[src/rtl/alu_sequencer.sv]
// Instruction sequencer for the ALU en_in/en_out interface: decodes 16-bit words, reads operands
// from an 8-entry register file, issues one op, waits for completion and writes the result back.
module alu_sequencer #(
  parameter int unsigned DWIDTH  = 16,
  parameter int unsigned TIMEOUT = 15
) (
  input  logic              clk,
  input  logic              rst_n,
  input  logic              instr_valid_i,
  output logic              instr_ready_o,
  input  logic [15:0]       instr_i,
  output logic [2:0]        alu_func_o,
  output logic [DWIDTH-1:0] alu_a_o,
  output logic [DWIDTH-1:0] alu_b_o,
  output logic              alu_en_o,
  input  logic              alu_done_i,
  input  logic [DWIDTH-1:0] alu_res_i,
  output logic              done_o,
  output logic              err_o,
  input  logic              host_we_i,
  input  logic [2:0]        host_waddr_i,
  input  logic [DWIDTH-1:0] host_wdata_i,
  input  logic [2:0]        host_raddr_i,
  output logic [DWIDTH-1:0] host_rdata_o
);

  localparam int unsigned TimerW = (TIMEOUT < 2) ? 1 : $clog2(TIMEOUT);

  typedef enum logic [1:0] {StIdle, StIssue, StWait} state_e;

  state_e              state_q;
  logic [DWIDTH-1:0]   regs_q [8];
  logic [2:0]          rd_q;
  logic [TimerW-1:0]   timer_q;
  logic [2:0]          func_q;
  logic [DWIDTH-1:0]   a_q, b_q;
  logic                en_q, done_q, err_q;

  logic [2:0]          dec_func, dec_rd, dec_ra, dec_rb;
  logic                dec_legal;
  logic [DWIDTH-1:0]   op_a, op_b;
  logic                unused_reserved;

  assign dec_func  = instr_i[15:13];
  assign dec_rd    = instr_i[12:10];
  assign dec_ra    = instr_i[9:7];
  assign dec_rb    = instr_i[6:4];
  assign dec_legal = (dec_func <= 3'd4);
  assign unused_reserved = ^instr_i[3:0];

  // A host write landing on the accept edge must be visible to the issued operands.
  always_comb begin
    op_a = regs_q[dec_ra];
    op_b = regs_q[dec_rb];
    if (host_we_i && (host_waddr_i == dec_ra)) op_a = host_wdata_i;
    if (host_we_i && (host_waddr_i == dec_rb)) op_b = host_wdata_i;
  end

  always_ff @(posedge clk or negedge rst_n) begin
    if (!rst_n) begin
      state_q <= StIdle;
      for (int i = 0; i < 8; i++) regs_q[i] <= '0;
      rd_q    <= '0;
      timer_q <= '0;
      func_q  <= '0;
      a_q     <= '0;
      b_q     <= '0;
      en_q    <= 1'b0;
      done_q  <= 1'b0;
      err_q   <= 1'b0;
    end else begin
      done_q <= 1'b0;
      err_q  <= 1'b0;
      case (state_q)
        StIdle: begin
          if (host_we_i) regs_q[host_waddr_i] <= host_wdata_i;
          if (instr_valid_i) begin
            if (dec_legal) begin
              func_q  <= dec_func;
              a_q     <= op_a;
              b_q     <= op_b;
              rd_q    <= dec_rd;
              en_q    <= 1'b1;
              state_q <= StIssue;
            end else begin
              err_q <= 1'b1;
            end
          end
        end
        StIssue: begin
          en_q    <= 1'b0;
          timer_q <= '0;
          state_q <= StWait;
        end
        StWait: begin
          if (alu_done_i) begin
            regs_q[rd_q] <= alu_res_i;
            done_q       <= 1'b1;
            state_q      <= StIdle;
          end else if (timer_q == TimerW'(TIMEOUT - 1)) begin
            // TIMEOUT cycles spent in WAIT without a strobe
            err_q   <= 1'b1;
            state_q <= StIdle;
          end else begin
            timer_q <= timer_q + 1'b1;
          end
        end
        default: state_q <= StIdle;
      endcase
    end
  end

  assign instr_ready_o = (state_q == StIdle);
  assign alu_func_o    = func_q;
  assign alu_a_o       = a_q;
  assign alu_b_o       = b_q;
  assign alu_en_o      = en_q;
  assign done_o        = done_q;
  assign err_o         = err_q;
  assign host_rdata_o  = regs_q[host_raddr_i];

endmodule

[config.mk]
export PLATFORM = sky130hd
export DESIGN_NAME = alu_sequencer
export DESIGN_NICKNAME = d
export VERILOG_FILES = /design/src/rtl/alu_sequencer.sv
export SDC_FILE = /design/constraint.sdc
export NUM_CORES = 1
export LEC_CHECK = 0
export CAP_MARGIN = 30
export CORE_AREA = 2 2 162 164
export DETAILED_ROUTE_END_ITERATION = 7
export DIE_AREA = 0 0 164 166
export PLACE_DENSITY_LB_ADDON = 0.08
export RECOVER_POWER = 100
export SYNTH_ARGS = -nofsm -noshare
export SYNTH_HDL_FRONTEND = slang
export SYNTH_SLANG_ARGS = --single-unit
[constraint.sdc]
create_clock -name clk -period 3.1 [get_ports clk]
set_clock_uncertainty 0.05 [all_clocks]
set_input_delay 0.775 -clock clk [delete_from_list [all_inputs] [get_ports clk]]
set_output_delay 0.775 -clock clk [all_outputs]
set_load 0.02 [all_outputs]
==> qor.yml <==
global_routing:
  grt_max_degree: 68
  track_usage: 0.294
  grt_pass1_wl_mm: 58.6
  grt_overflow: 0
  grt_pass1_vias: 9284
  antenna_found_initial: 1
setup_path:
  worstReg2RegEnd: "regs_q[92]$_DFFE_PN0P_"
  worstSetupEndpointType: "output port"
  r2r_start: "state_q[1]$_DFFE_PN0P_"
  worstPathMaxFanout: 8
  cp_top_family: "multiplexers"
  start_kind: "input pin"
  critPathArrivalTime_ps: 2240
  crit_type: "in -> out"
  path_cells: "buf_6 -> clkbuf_16 -> mux4_2 -> mux2_2 -> dlygate4sd2_1"
  regToRegSetupSlack_ps: 130
  reg2reg_depth: 6
  crit_required_ps: 2270
  crit_path_start: "host_raddr_i[0]"
  slowest_delay_ps: 490
  critPathBufInv: 3
  critPathSlowestCell: "mux4_2"
sta:
  slew_headroom: -0.197
  worst_pin_slew_ps: 1800
  fmax_mhz: 326
  fin_crit_sh: 0.989
  tns_ps: 0
  setup_ws_ps: 34.4
  hold_viol: 0
  period_needed_ps: 3070
  drv_slew: 63
  rsz0062_at_grt: "false"
  setup_viol: 0
clock_tree:
  h-tree-depth: 4
  cts.sinks: 175
  cts_root_buffer: "clkbuf_16"
  cts_setup_buffers: 0
  cts_tree: "yes"
  clock_latency_ps: 430
  cts_buffer_depth: 2
  numCtsBuffers: 17
  path_clk_slew_ps: 70
power_and_ir_drop:
  vdd_drop_max_mv: 0.340
  p_leak_nw: 5.94
  p_per_area_nw_per_um2: 623
detailed_routing:
  wl_mm: 39.6
  highest_layer: "met5"
  wl_met1_mm: 16.0
  via_count: 8968
  wl_met2_mm: 18.5
  detail-route-antenna-nets: 0
  avgRoutedWirePerCell_um: 29.7
  vias_per_cell: 6.73
  drt_iter0_drc: 991
  drc: 0
  drtPass1Iterations: 5
  wl_met3_mm: 4.06
floorplanning:
  num_rows: 59
  core_um2: 25600
  ioPinCount: 114
  die_area_um2: 27200
  die_w_um: 164
  start_util: 0.443
  die_height_um: 166
min_path:
  hold_end: "alu_func_o[1]$_DFFE_PN0P_"
  hp-class: "reg -> reg"
  holdPathStages: 2
  holdCritStartpoint: "alu_func_o[1]$_DFFE_PN0P_"
synth:
  yosysTopAreaCellShare: 0.386
  async_flop_share: 1.00
  ys_warn_count: 0
  synth_area_leaders: "dfrtp_1, mux4_2, mux2_1"
  synth-edff-count: 0
  synth_cell_types: 47
  synthMostInstantiatedCell: "dfrtp_1"
  synth.largest_area_cell: "dfrtp_1"
  syn_area_um2: 11300
  synth_seq_cells: 175
  syn-instance-count: 876
  synth_common_cells: "dfrtp_1, o22ai_1, mux4_2, mux2_1"
  seq_area_frac_synth: 0.386
  synth.avg_cell_area_um2: 13.0
  synth_ff_type: "dfrtp_1"
  synth_fp_nets: 937
final_layout:
  nets: 1045
  final-instance-count-excl-fill: 1332
  multi_input_area_um2: 6260
  seqCellArea_um2: 4380
  nFillCells: 2240
  layout-drive-gt1-share: 0.262
  antennaDiodeCount: 0
  syn_to_final_growth_pct: 17.9
place:
  hpwl_mm: 25.6
  portBuffers: 109
  preCtsSetupSlack_ps: -443
  place_congestion: 0.862
  placed_cells: 1297
status:
  status: "finished, violations left"
  failed_checks: "max-capacitance violations, max-slew violations"
flow_run:
  cap_violations: 1
kinds of logic after synthesis:
kind of cell	Yosys count	share of synthesized area
multiplexers	273	0.378
flip-flops	175	0.386
AO/OA/AOI/OAI	174	0.109
AND/OR/NAND/NOR	150	0.0688
buffers and inverters	94	0.0501
XOR/XNOR	8	0.00618
adder cells (fa/ha/maj)	2	0.00221
cell type report:
cell class | count | share of cell area
clock buffer | 19 | 0.0331
inverter | 8 | 0.00234
multi-input combinational | 607 | 0.468
tap | 335 | 0.0313
sequential | 175 | 0.327
timing repair buffer | 175 | 0.127
clock inverter | 13 | 0.0107
state kept, by name, indices dropped and copies added (netlist names):
signal	count
alu_b_o	16
alu_en_o	1
alu_func_o	3
err_o	1
regs_q	128
timer_q	4
rd_q	3
alu_a_o	16
state_q	2
done_o	1
per-layer routing:
metal / vias up / GRT usage
met3: 102 / 0.0862
met1: 4629 / 0.396
met5: - / 0
met4: 2 / 0.112
li1: 3699 / -
met2: 536 / 0.452
report_power, final:
group,internal [W],total (W),switching (W)
Clock,0.00117,0.00221,0.00104
Sequential,0.00277,0.00325,0.000481
Combinational,0.00135,0.00287,0.00153
placed cells by master (no fill, tap or decap), types with 7 or more instances in the layout:
cell type,instances
inv_1,7
mux2i_1,29
a211oi_1,7
buf_4,38
dfrtp_1,175
a221o_1,14
clkbuf_16,19
clkbuf_2,7
o22ai_1,128
buf_12,10
mux2_4,16
nand3_1,7
nand2_1,47
clkdlybuf4s50_1,47
dlygate4sd3_1,41
nor3_1,18
dlygate4sd2_1,14
nor2_1,35
mux4_2,92
mux2_1,98
a221oi_1,10
nor2_2,10
mux2_2,34
tightest hold or removal path, delay by kind of cell (launching register included):
| kind | cells | cell delay, ps |
|---|---|---|
| AND/OR/NAND/NOR | 2 | 110 |
| flip-flops | 1 | 340 |
metrics by stage:
stage / power [W] / cell area, µm² / hold WS (ps) / utilization
after global routing: 0.00869 / 13400 / 458 / 0.522
after floorplan: 0.00506 / 11300 / 429 / -
after CTS: 0.00848 / 13500 / 312 / 0.528
final: 0.00834 / 13400 / 433 / 0.522
after global placement: 0.00620 / 12900 / 413 / 0.505
after detailed placement: 0.00630 / 12900 / 429 / 0.505
timing repair:
| item | CTS | global route |
|---|---|---|
| gates cloned | 1 | 2 |
| gates resized for setup | 22 | 3 |
| pin swaps | 0 | 0 |
| hold buffers | 0 | 0 |
| endpoints found under the setup margin | 16 | 16 |
worst max-delay path by stage:
stage	to	slack (ps)	depth (start not counted)
final	host_rdata_o[12]	30	5
after CTS	host_rdata_o[8]	2	5
after global routing	host_rdata_o[11]	8	5
after global placement	host_rdata_o[10]	-430	5
after detailed placement	host_rdata_o[10]	-440	5
after floorplan	host_rdata_o[10]	140	4
No activity file was read; power rests on OpenSTA's default activity.
